## src/rtl/inverse_biquad_seq_if.sv

```systemverilog
// inverse_biquad_seq_if
//   Sample-rate traffic bundle for inverse_biquad_seq.
//   valid_in   : upstream -> block, sample_in carries x[n]
//   ready_in   : block -> upstream, block can accept a sample this cycle
//   sample_in  : upstream -> block, signed 32-bit x[n]
//   sample_out : block -> downstream, signed 32-bit y[n], held between results
//   valid_out  : block -> downstream, one-cycle pulse marking a new sample_out
//   Modports: master = sample source/sink side, slave = the filter.
interface inverse_biquad_seq_if;
  logic               valid_in;
  logic               ready_in;
  logic signed [31:0] sample_in;
  logic signed [31:0] sample_out;
  logic               valid_out;

  modport master (
    output valid_in,
    output sample_in,
    input  ready_in,
    input  sample_out,
    input  valid_out
  );

  modport slave (
    input  valid_in,
    input  sample_in,
    output ready_in,
    output sample_out,
    output valid_out
  );
endinterface

```

## src/rtl/inverse_biquad_seq.sv

```systemverilog
// inverse_biquad_seq
//   Inverse (pole/zero-swapped) biquad: y = A(z)/B(z) applied to x, i.e.
//     y[n] = ((x[n] + A1*x[n-1] + A2*x[n-2] - B1*y[n-1] - B2*y[n-2]) * B0_INV) >>> SHIFT
//   where every product is a full 64-bit product floored by >>> SHIFT before
//   accumulation. One 32x32 multiplier is time-shared across four MAC cycles,
//   followed by a wide normalising multiply by B0_INV.
//   One sample is accepted per 7 cycles; valid_out pulses 6 cycles after accept.
// Ports:
//   clk_in : system clock
//   rst_in : synchronous active-high reset (clears state, accumulator, history, outputs)
//   bus    : inverse_biquad_seq_if.slave (valid_in/ready_in/sample_in in,
//            sample_out/valid_out out)
// Build option:
//   INVBIQ_SATURATE_EN defined   -> result clamped to [-2^31, 2^31-1]
//   INVBIQ_SATURATE_EN undefined -> result wraps (low 32 bits)
module inverse_biquad_seq #(
  parameter int                 SHIFT  = 20,
  parameter logic signed [31:0] A1     = 32'sd0,
  parameter logic signed [31:0] A2     = 32'sd0,
  parameter logic signed [31:0] B1     = 32'sd0,
  parameter logic signed [31:0] B2     = 32'sd0,
  parameter logic signed [31:0] B0_INV = 32'sd1048576
) (
  input  logic                  clk_in,
  input  logic                  rst_in,
  inverse_biquad_seq_if.slave   bus
);

  localparam int DATA_W = 32;
  localparam int COEF_W = 32;
  localparam int ACC_W  = 64;
  localparam int NRM_W  = 96;

  typedef enum logic [2:0] {IDLE, MAC0, MAC1, MAC2, MAC3, NORM, OUT} state_t;

  state_t                    state_q;
  logic signed [DATA_W-1:0]  x_cur_q, x1_q, x2_q, y1_q, y2_q, y_res_q;
  logic signed [DATA_W-1:0]  sample_out_q;
  logic                      valid_out_q;
  logic signed [ACC_W-1:0]   acc_q;

  logic signed [COEF_W-1:0]  mul_c;
  logic signed [DATA_W-1:0]  mul_x;
  logic                      mul_sub;
  logic signed [ACC_W-1:0]   prod;
  logic signed [ACC_W-1:0]   term;
  logic signed [ACC_W-1:0]   acc_d;
  logic signed [NRM_W-1:0]   nrm_prod;
  logic signed [NRM_W-1:0]   nrm_shift;
  logic signed [DATA_W-1:0]  y_red;

  // Collapse the normalised 96-bit result to the 32-bit output word.
  function automatic logic signed [DATA_W-1:0] reduce(input logic signed [NRM_W-1:0] v);
`ifdef INVBIQ_SATURATE_EN
    if (v > 96'sh0000_0000_0000_0000_7FFF_FFFF)
      return 32'sh7FFF_FFFF;
    else if (v < -96'sh0000_0000_0000_0000_8000_0000)
      return 32'sh8000_0000;
    else
      return $signed(v[DATA_W-1:0]);
`else
    return $signed(v[DATA_W-1:0]);
`endif
  endfunction

  // Operand steering for the shared multiplier; feedback taps subtract.
  always_comb begin
    mul_c   = '0;
    mul_x   = '0;
    mul_sub = 1'b0;
    case (state_q)
      MAC0: begin mul_c = A1; mul_x = x1_q; end
      MAC1: begin mul_c = A2; mul_x = x2_q; end
      MAC2: begin mul_c = B1; mul_x = y1_q; mul_sub = 1'b1; end
      MAC3: begin mul_c = B2; mul_x = y2_q; mul_sub = 1'b1; end
      default: ;
    endcase
  end

  assign prod  = $signed({{(ACC_W-COEF_W){mul_c[COEF_W-1]}}, mul_c})
               * $signed({{(ACC_W-DATA_W){mul_x[DATA_W-1]}}, mul_x});
  assign term  = prod >>> SHIFT;
  assign acc_d = mul_sub ? (acc_q - term) : (acc_q + term);

  assign nrm_prod  = $signed({{(NRM_W-ACC_W){acc_q[ACC_W-1]}}, acc_q})
                   * $signed({{(NRM_W-COEF_W){B0_INV[COEF_W-1]}}, B0_INV});
  assign nrm_shift = nrm_prod >>> SHIFT;
  assign y_red     = reduce(nrm_shift);

  assign bus.ready_in   = (state_q == IDLE);
  assign bus.sample_out = sample_out_q;
  assign bus.valid_out  = valid_out_q;

  always_ff @(posedge clk_in) begin
    if (rst_in) begin
      state_q      <= IDLE;
      acc_q        <= '0;
      x_cur_q      <= '0;
      x1_q         <= '0;
      x2_q         <= '0;
      y1_q         <= '0;
      y2_q         <= '0;
      y_res_q      <= '0;
      sample_out_q <= '0;
      valid_out_q  <= 1'b0;
    end else begin
      case (state_q)
        IDLE: begin
          if (bus.valid_in) begin
            x_cur_q <= bus.sample_in;
            acc_q   <= {{(ACC_W-DATA_W){bus.sample_in[DATA_W-1]}}, bus.sample_in};
            state_q <= MAC0;
          end
        end
        // MAC stages: one product folded into the accumulator per cycle
        MAC0: begin acc_q <= acc_d; state_q <= MAC1; end
        MAC1: begin acc_q <= acc_d; state_q <= MAC2; end
        MAC2: begin acc_q <= acc_d; state_q <= MAC3; end
        MAC3: begin acc_q <= acc_d; state_q <= NORM; end
        // NORM: gain, reduce, and present the result so it is valid in OUT
        NORM: begin
          y_res_q      <= y_red;
          sample_out_q <= y_red;
          valid_out_q  <= 1'b1;
          state_q      <= OUT;
        end
        // OUT: pulse ends, history advances using exactly the emitted value
        OUT: begin
          valid_out_q <= 1'b0;
          x2_q        <= x1_q;
          x1_q        <= x_cur_q;
          y2_q        <= y1_q;
          y1_q        <= y_res_q;
          state_q     <= IDLE;
        end
        default: state_q <= IDLE;
      endcase
    end
  end

endmodule

```

## src/flat_wrapper.sv

```systemverilog
// flat-port wrapper written by rule: the top's interface ports become plain ports
module inverse_biquad_seq_flat 
#(
  parameter int                 SHIFT  = 20,
  parameter logic signed [31:0] A1     = 32'sd0,
  parameter logic signed [31:0] A2     = 32'sd0,
  parameter logic signed [31:0] B1     = 32'sd0,
  parameter logic signed [31:0] B2     = 32'sd0,
  parameter logic signed [31:0] B0_INV = 32'sd1048576
)
  (clk_in, rst_in, bus_valid_in, bus_sample_in, bus_ready_in, bus_sample_out, bus_valid_out);
  inverse_biquad_seq_if bus_i ();
  input  logic clk_in;
  input  logic rst_in;
  input wire logic [$bits(bus_i.valid_in)-1:0] bus_valid_in;
  input wire logic [$bits(bus_i.sample_in)-1:0] bus_sample_in;
  output wire logic [$bits(bus_i.ready_in)-1:0] bus_ready_in;
  output wire logic [$bits(bus_i.sample_out)-1:0] bus_sample_out;
  output wire logic [$bits(bus_i.valid_out)-1:0] bus_valid_out;
  assign bus_i.valid_in = bus_valid_in;
  assign bus_i.sample_in = bus_sample_in;
  assign bus_ready_in = bus_i.ready_in;
  assign bus_sample_out = bus_i.sample_out;
  assign bus_valid_out = bus_i.valid_out;
  inverse_biquad_seq #(.SHIFT(SHIFT), .A1(A1), .A2(A2), .B1(B1), .B2(B2), .B0_INV(B0_INV)) u_core (.clk_in(clk_in), .rst_in(rst_in), .bus(bus_i));
endmodule
```

## config.mk

```make
export PLATFORM = sky130hd
export DESIGN_NAME = inverse_biquad_seq_flat
export DESIGN_NICKNAME = d
export VERILOG_FILES = /design/src/rtl/inverse_biquad_seq_if.sv /design/src/rtl/inverse_biquad_seq.sv /design/src/flat_wrapper.sv
export SDC_FILE = /design/constraint.sdc
export NUM_CORES = 1
export LEC_CHECK = 0
export BUFFER_PORTS_ARGS = -buffer_cell sky130_fd_sc_hd__buf_4
export CORE_MARGIN = 2
export CORE_UTILIZATION = 51
export DETAILED_ROUTE_END_ITERATION = 10
export HOLD_SLACK_MARGIN = 0.1
export PLACE_DENSITY = 0.85
export SLEW_MARGIN = 15
export SYNTH_ARGS = -nofsm -noshare
export SYNTH_HDL_FRONTEND = slang
export SYNTH_SLANG_ARGS = --single-unit
export TNS_END_PERCENT = 5
```

## constraint.sdc

```tcl
create_clock -name clk_in -period 1.9 [get_ports clk_in]
set_clock_uncertainty 0.15 [all_clocks]
set_input_delay 0.285 -clock clk_in [delete_from_list [all_inputs] [get_ports clk_in]]
set_output_delay 0.285 -clock clk_in [all_outputs]
set_load 0.02 [all_outputs]
```

* Word-level counts from Yosys, hierarchy flattened
Index checks and enable logic that the tools add are counted.
** Operators by class
- Equality and inequality tests :: 7
- Muxes and demuxes :: 3
- Reductions and logical operators :: 3
** Operators with widths (count)
- 3-bit case mux with 6 select lines :: 1
- 3-bit == test, second input constant :: 3
- 3-bit by 2-bit == test with 1-bit output, second input constant :: 2
- 3-bit by 1-bit == test with 1-bit output, second input constant :: 1
- 3-bit zero test :: 1
- 3-bit 2-to-1 mux :: 1
- 2-bit inequality test, second input constant :: 1
- 1-bit case mux with 2 select lines :: 1
- 2-bit AND reduction :: 1
- 2-bit nonzero test :: 1
** Storage, ports and cells
- Input port bits :: 35
- Register bits after elaboration :: 68
- Output and inout port bits :: 34

* Longest topological paths before layout
Gate-level depths: netlist (run 1).
- Depth after elaboration :: 2
- Gate-level depth with buffers :: 6

* Least setup slack after synthesis (run 1)
No wires, ideal clock.
- Path kind :: register to register
- Start :: register u_core.state_q[0]
- End :: register u_core.acc_q[10]
- Buffers on the path :: 3
- Arrival :: 1.280 ns
- Required time :: 1.618 ns
- Path slack :: 0.337 ns
- Stages on the path, launching flop included :: 7
- Cell sequence :: dfxtp_1 -> buf_6 -> or4b_4 -> buf_6 -> buf_6 -> nand2_1 -> a21oi_1
** On the way
- Longest elaborated chain between the ends :: 2
** RTL lines
- start: declaration :: line inverse_biquad_seq.sv:36 : state_t state_q;
- start signal: assignment :: line inverse_biquad_seq.sv:96 : state_q <= IDLE;
- start signal: assignment :: line inverse_biquad_seq.sv:112 : state_q <= MAC0;
- start signal: assignment :: line inverse_biquad_seq.sv:116 : MAC0: begin acc_q <= acc_d; state_q <= MAC1; end
- 3-bit zero test :: line inverse_biquad_seq.sv:107 : case (state_q)
- 2-bit AND reduction (no line)
- end signal: assignment :: line inverse_biquad_seq.sv:111 : acc_q <= {{(ACC_W-DATA_W){bus.sample_in[DATA_W-1]}}, bus.sample_in};
- end: declaration :: line inverse_biquad_seq.sv:40 : logic signed [ACC_W-1:0] acc_q;
No other way between the ends.
A chain may end at the register's enable or synchronous reset.

* Worst setup path in the final report (run 1)
- Start :: register u_core.state_q[0]
- End :: register u_core.acc_q[0]
The elaborated chain is that of the path after synthesis.

==> summary.md, run 1 <==
| Metric | Value |
|---|---|
| HPWL Detailed | `3390 um` |
| Dpl cells | `408` |
| GRT Residual Overflow | `0` |
| Vias | `2311` |
| Cell taking the most area after synthesis | `dfxtp_1` |
| Number of I/O pins | `69` |
| Global-route wire length before repair | `9156 um` |
| Final setup violating endpoints | `0` |
| Total track usage | `0.2279` |
| Global route hottest layer | `met2` |
| Arrival @ worst endpoint | `1720 ps` |
| Critical path class | `flip-flop to flip-flop` |
| Cell chain of the critical path | `or4b_4 > nand2_1 > a21oi_1` |
| Flops & latches, synth | `68` |
| Crit path launch type | `flip-flop` |
| CTS sink count | `68` |
| Critical path depth in cells | `3` |
| Vias per cell | `5.068` |
| Hold path depth | `3` |
| Total CTS buffers | `9` |
| Slowest CP cell | `or4b_4` |
| Count of different cell masters after synthesis | `16` |
| Max H-tree Level | `3` |
| CP Data Required Time | `1960 ps` |
| Critical path buffer and inverter count | `0` |
| Remaining DRCs | `0` |
| Slowest stage delay, CP | `750 ps` |
| R2R cell count | `3` |
| Mapped Area | `2429 um^2` |
| PD cells | `818.8 nW/um^2` |
| Post-CTS setup buffers | `0` |
| Worst-path fanout max | `32` |
| Mean post-synth cell area | `8.042 um^2` |
| Clk slew on worst S/H paths | `80 ps` |
| Sequential-to-total area share from yosys stat | `0.5605` |
| Period utilization | `0.8752` |
| # port buffers | `68` |
| Initial Util | `0.5211` |
| Core Area | `4661 um^2` |
| FP Rows | `25` |
| Area growth, synth to finish | `41.42%` |
| Initial antenna violation count | `0` |
| Max_cap viols | `0` |
| Final Wtd Congestion | `0.7508` |
| Fin crit period | `1663 ps` |
| 1st-pass router iterations | `4` |
| Slew headroom | `0.6839` |
| Die W | `73.01 um` |
| Drt total wl | `5793 um` |
| Synth top cells by count | `130 x nand2_1, 68 x dfxtp_1, 66 x a21oi_1` |
| Post-Syn Nets | `337` |
| Detailed Route Iter0 Violations | `212` |
| M1 GR Usage | `0.2760` |
| Total Neg Setup Slack | `0 ps` |
| Fmax achieved | `601.4 MHz` |
| Top-count cell post-synth | `nand2_1` |
| Antenna cell count | `0` |
| Full die area | `5330 um^2` |
| CTS tree | `yes` |
| Largest cells by area after synthesis | `dfxtp_1 56%, nand2_1 20%, a21oi_1 14%` |
| Predominant post-synthesis flop cell | `dfxtp_1` |
| Top-area cell type share of the netlist area | `0.5605` |
| Wire per inst | `12.70 um` |
| ANT nets after route | `0` |
| Met3 usage | `0.06768` |
| Hold Fails Final Rpt | `0` |
| Worst hold path class | `input port to flip-flop` |
| Die Height | `73.01 um` |
| Outcome | `complete, no violations` |
| Cell count after synthesis | `302` |
| Number of global-route vias before repair | `2083` |
| Worst ir drop on vdd | `464.6 uV` |
| Root Driver | `clkbuf_8` |
| Unrepaired setup endpoints after global routing | `no` |
| Worst slew pin tran | `474.1 ps` |
| Worst setup EP type | `flip-flop` |
| Crit-path leading delay family | `simple AND/OR/NAND/NOR gates` |
| EDFF count, synth | `0` |
| Nets | `432` |
| Final Max Slew Viols | `0` |
| Leakage | `1.395 nW` |
| Synth warn | `0` |
| Clk_lat worst skew | `340 ps` |
| Clk buf depth | `2` |
| Asr flop ratio synth | `0` |
| Largest net degree at the start of global routing | `48` |
| Layout cells sized above 1 | `0.2289` |
| Post-Layout Cell Count | `456` |
| GRT met2 Usage | `0.3564` |
sequential cells by signal, summed over array words and instances, names as in the netlist:
name and flops:
u_core.state_q 3, u_core.bus.valid_out 1, u_core.bus.sample_out 32, u_core.acc_q 32
metal layers:
metal,up-vias,wire length (um),share of wire
met5,-,0,0
met2,85,2890,0.50
met1,1045,2467,0.43
met4,0,158,0.027
met3,16,277,0.048
li1,1165,-,-
cells by family (layout without fill, tap and decap cells):
| kind of cell | count (synthesis) | in the layout | synth area share |
|---|---|---|---|
| multiplexers | 1 | 1 | 0.004122 |
| buffers and inverters | 24 | 124 | 0.05667 |
| AO/OA/AOI/OAI | 68 | 68 | 0.1417 |
| AND/OR/NAND/NOR | 141 | 141 | 0.2370 |
| flip-flops | 68 | 68 | 0.5605 |
power breakdown:
part	switching (mW)	total (mW)	internal (mW)	leakage, nW
logic	0.153	0.311	0.158	0.755
clock network	0.520	0.988	0.467	0.0868
registers	0.0317	1.51	1.48	0.553
total	0.705	2.81	2.11	1.39
worst reg2reg max path, cell delays in order, from the launching register on:
cell	delay (ps)
dfxtp_1	400
or4b_4	750
nand2_1	170
a21oi_1	80
cell type report:
class                   count  area [um^2]
multi-input cells         210        929.6
repair buffers            108        915.9
fillers                   332         1226
clock buffers              11        131.4
well taps                  54        67.56
flip-flops and latches     68         1361
clock inverters             5        28.78
per-stage QoR:
| step | area (um^2) | total power, mW | setup slack [ps] | utilization | hold slack (ps) |
|---|---|---|---|---|---|
| finish | 3435 | 2.812 | 237.1 | 0.7369 | 204.3 |
| global route | 3435 | 2.933 | 162.6 | 0.7369 | 240.4 |
| CTS | 3435 | 2.817 | 258.3 | 0.7369 | 208.7 |
| detailed placement | 2954 | 1.797 | 267.0 | 0.6338 | 295.2 |
| global placement | 2954 | 1.789 | 299.8 | 0.6338 | 286.4 |
| floorplan | 2429 | 1.714 | 337.3 | - | 225.1 |
path summary, 6_finish.rpt:
path,start,to,slack (ps)
worst min-delay path,bus_valid_in,u_core.state_q[0],200
worst min register to register,u_core.acc_q[28],u_core.bus.sample_out[28],300
worst max register to register,u_core.state_q[0],u_core.acc_q[0],240
worst max-delay path,u_core.state_q[0],u_core.acc_q[0],240
cell usage in the layout, fill, tap and decap left out:
cell,Yosys,final
nand2_1,130,130
buf_4,0,74
dfxtp_1,68,68
a21oi_1,66,66
dlygate4sd3_1,0,32
clkbuf_8,0,9
clkinv_2,0,4
nor2_1,3,3
nor3_1,2,2
nor2b_1,2,2
clkbuf_1,11,2
buf_12,0,2
and3b_1,1,1
nand3b_1,1,1
nor4b_4,1,1
or4b_4,1,1
o21ai_0,1,1
mux2i_1,1,1
a2111oi_0,1,1
clkinv_4,0,1
timing repair:
action                    4_1_cts  5_1_grt
hold buffers                   32        0
gates resized for setup         0        0
hold endpoints to repair       32        0
Power figures use the tool's default switching activity.
==> inputs of run 2 (changes only) <==
--- a/config.mk
+++ b/config.mk
@@ -6,11 +6,12 @@
 export NUM_CORES = 1
 export LEC_CHECK = 0
 export BUFFER_PORTS_ARGS = -buffer_cell sky130_fd_sc_hd__buf_4
+export CORE_ASPECT_RATIO = 1.5
 export CORE_MARGIN = 2
-export CORE_UTILIZATION = 51
+export CORE_UTILIZATION = 46
 export DETAILED_ROUTE_END_ITERATION = 10
 export HOLD_SLACK_MARGIN = 0.1
-export PLACE_DENSITY = 0.85
+export PLACE_DENSITY = 0.82
 export SLEW_MARGIN = 15
 export SYNTH_ARGS = -nofsm -noshare
 export SYNTH_HDL_FRONTEND = slang
==> constraint.sdc (replaced) <==
create_clock -name clk_in -period 1.34 [get_ports clk_in]
set_clock_uncertainty 0.15 [all_clocks]
set_input_delay 0.201 -clock clk_in [delete_from_list [all_inputs] [get_ports clk_in]]
set_output_delay 0.201 -clock clk_in [all_outputs]
set_load 0.02 [all_outputs]
==> run 2 against run 1 <==
Against the previous run:
- the run now ends with negative setup slack left
- fmax is 5.1% higher
- first-iteration DRC count down 64%
- cell count rose by 6.4%
- core utilization up 0.45 points
- power increased by 65%
- clock-buffer cell count shrank 1
- global-route usage fell by 0.49 points
- combinational power increased by 91%
- setup slack worse by 480 ps
==> summary.md, run 2 (synthesis results as in run 1) <==
| Metric | Value |
|---|---|
| Outcome | `finished, violations left` |
| Violated checks | `negative setup slack` |
| Final setup violating endpoints | `66` |
| Worst slew pin tran | `400.1 ps` |
| Full die area | `5889 um^2` |
| Area growth, synth to finish | `56.47%` |
| Arrival @ worst endpoint | `1710 ps` |
| Detailed Route Iter0 Violations | `76` |
| Final Wtd Congestion | `0.7800` |
| Most frequent cells in the layout | `117 x nand2_1, 77 x buf_4, 65 x dfxtp_1, 49 x a21oi_1, 33 x dlygate4sd3_1` |
| Crit. Startpoint | `u_core.state_q[2]` |
| Number of global-route vias before repair | `2320` |
| RR Startpoint | `u_core.state_q[2]` |
| Vias | `2460` |
| CP Data Required Time | `1460 ps` |
| Total CTS buffers | `9` |
| CP endpoint | `u_core.acc_q[31]` |
| Clk buf depth | `2` |
| Final Max Slew Viols | `0` |
| R2r setup slk | `-240 ps` |
| HPWL Detailed | `3754 um` |
| Hold Fails Final Rpt | `0` |
| Worst setup EP type | `flip-flop` |
| CTS sink count | `68` |
| Post-layout util | `0.7415` |
| Worst hold path class | `input port to flip-flop` |
| Leading cell type in the layout, fill and taps excluded | `nand2_1` |
| Wire per inst | `14.79 um` |
| Layout cells sized above 1 | `0.3429` |
| Max_cap viols | `0` |
| Unrepaired setup endpoints after global routing | `yes` |
| Core Area | `5125 um^2` |
| R2R cell count | `6` |
| Largest net degree at the start of global routing | `45` |
| Worst setup margin | `-241.8 ps` |
| Clk_lat worst skew | `350 ps` |
| Drt total wl | `7171 um` |
| Remaining DRCs | `0` |
| 1st-pass router iterations | `4` |
| Antenna cell count | `0` |
| Root Driver | `clkbuf_8` |
| Leakage | `1.509 nW` |
| Worst-path fanout max | `8` |
| Total track usage | `0.2230` |
| Vias per cell | `5.072` |
| ANT nets after route | `0` |
| Critical path class | `flip-flop to flip-flop` |
| Hold Startpoint | `bus_valid_in` |
| PD cells | `1221 nW/um^2` |
| Slew headroom | `0.7326` |
| Storage element area | `1368 um^2` |
| Fill cell count | `351` |
| FP Rows | `32` |
| Initial antenna violation count | `0` |
| Worst ir drop on vdd | `1048 uV` |
| Multi-input logic area | `1054 um^2` |
| Number of I/O pins | `69` |
| Pwr Total | `4.640 mW` |
| # port buffers | `68` |
| FF-to-FF End | `u_core.acc_q[31]` |
| Global-route wire length before repair | `10190 um` |
| Initial Util | `0.4739` |
| Fmax achieved | `632.2 MHz` |
| Crit path launch type | `flip-flop` |
| Clk slew on worst S/H paths | `70 ps` |
| CTS tree | `yes` |
| Max H-tree Level | `3` |
| WHS | `200.4 ps` |
| Fin crit period | `1582 ps` |
| Die Height | `92.99 um` |
| Post-Layout Cell Count | `485` |
| Setup slack at placement | `-165.0 ps` |
| Die W | `63.33 um` |
| Nets | `447` |
| GRT Residual Overflow | `0` |
| Dpl cells | `429` |
| Period utilization | `1.180` |
[run 2: cell types whose count changed in the layout (fill, tap and decap cells not counted), moves of 3 or more]
cell,previous run,this run
clkinvlp_4,0,3
a21oi_2,0,17
a21oi_1,66,49
dfxtp_1,68,65
buf_6,0,8
nand2_1,130,117
nand2_2,0,13
buf_4,74,77
clkinv_2,4,1
[run 2: how the worst min path moves through the flow]
stage,end,slack (ps),depth (start not counted)
floorplan,u_core.state_q[0],140,1
global placement,u_core.bus.sample_out[11],290,2
detailed placement,u_core.bus.sample_out[27],290,2
CTS,u_core.state_q[0],170,4
global route,u_core.state_q[0],240,4
finish,u_core.state_q[0],200,4
[run 2: power by group]
part	switching [mW]	internal (mW)
logic	0.287	0.306
registers	0.0512	2.10
clock network	0.802	1.09
[run 2: repair_timing]
| item | in CTS | in global routing |
|---|---|---|
| pin swaps | 5 | 21 |
| hold endpoints to repair | 45 | 0 |
| setup buffers | 5 | 2 |
| hold buffers | 33 | 0 |
| gates cloned | 1 | 1 |
| gates resized for setup | 13 | 41 |
| endpoints found under the setup margin | 65 | 67 |
[run 2: layout make-up]
class                      instances  share of cell area
sequential                        68              0.3599
timing repair buffer             122              0.2812
multi-input combinational        211              0.2772
clock buffer                      10             0.03622
clock inverter                     6             0.02305
tap                               68             0.02239
[run 2: critical path, stage by stage, from the launching register on]
cell	delay, ps
dfxtp_2	340
buf_6	130
nor4b_4	350
buf_4	200
buf_8	140
nand2_1	70
a21oi_1	140
[run 2: metrics by stage]
step	setup TNS (ps)	cell area [um^2]
after floorplan	-6650	2429
after global placement	-3768	3024
after detailed placement	-4668	3024
after CTS	-5078	3667
after global routing	-11740	3800
final	-8046	3800
[run 2: per-layer routing]
layer  routed length, um  global-route usage
met2                3882              0.3965
met5                   0                   0
met4                 215              0.1322
met1                2803              0.2392
met3                 270             0.04813
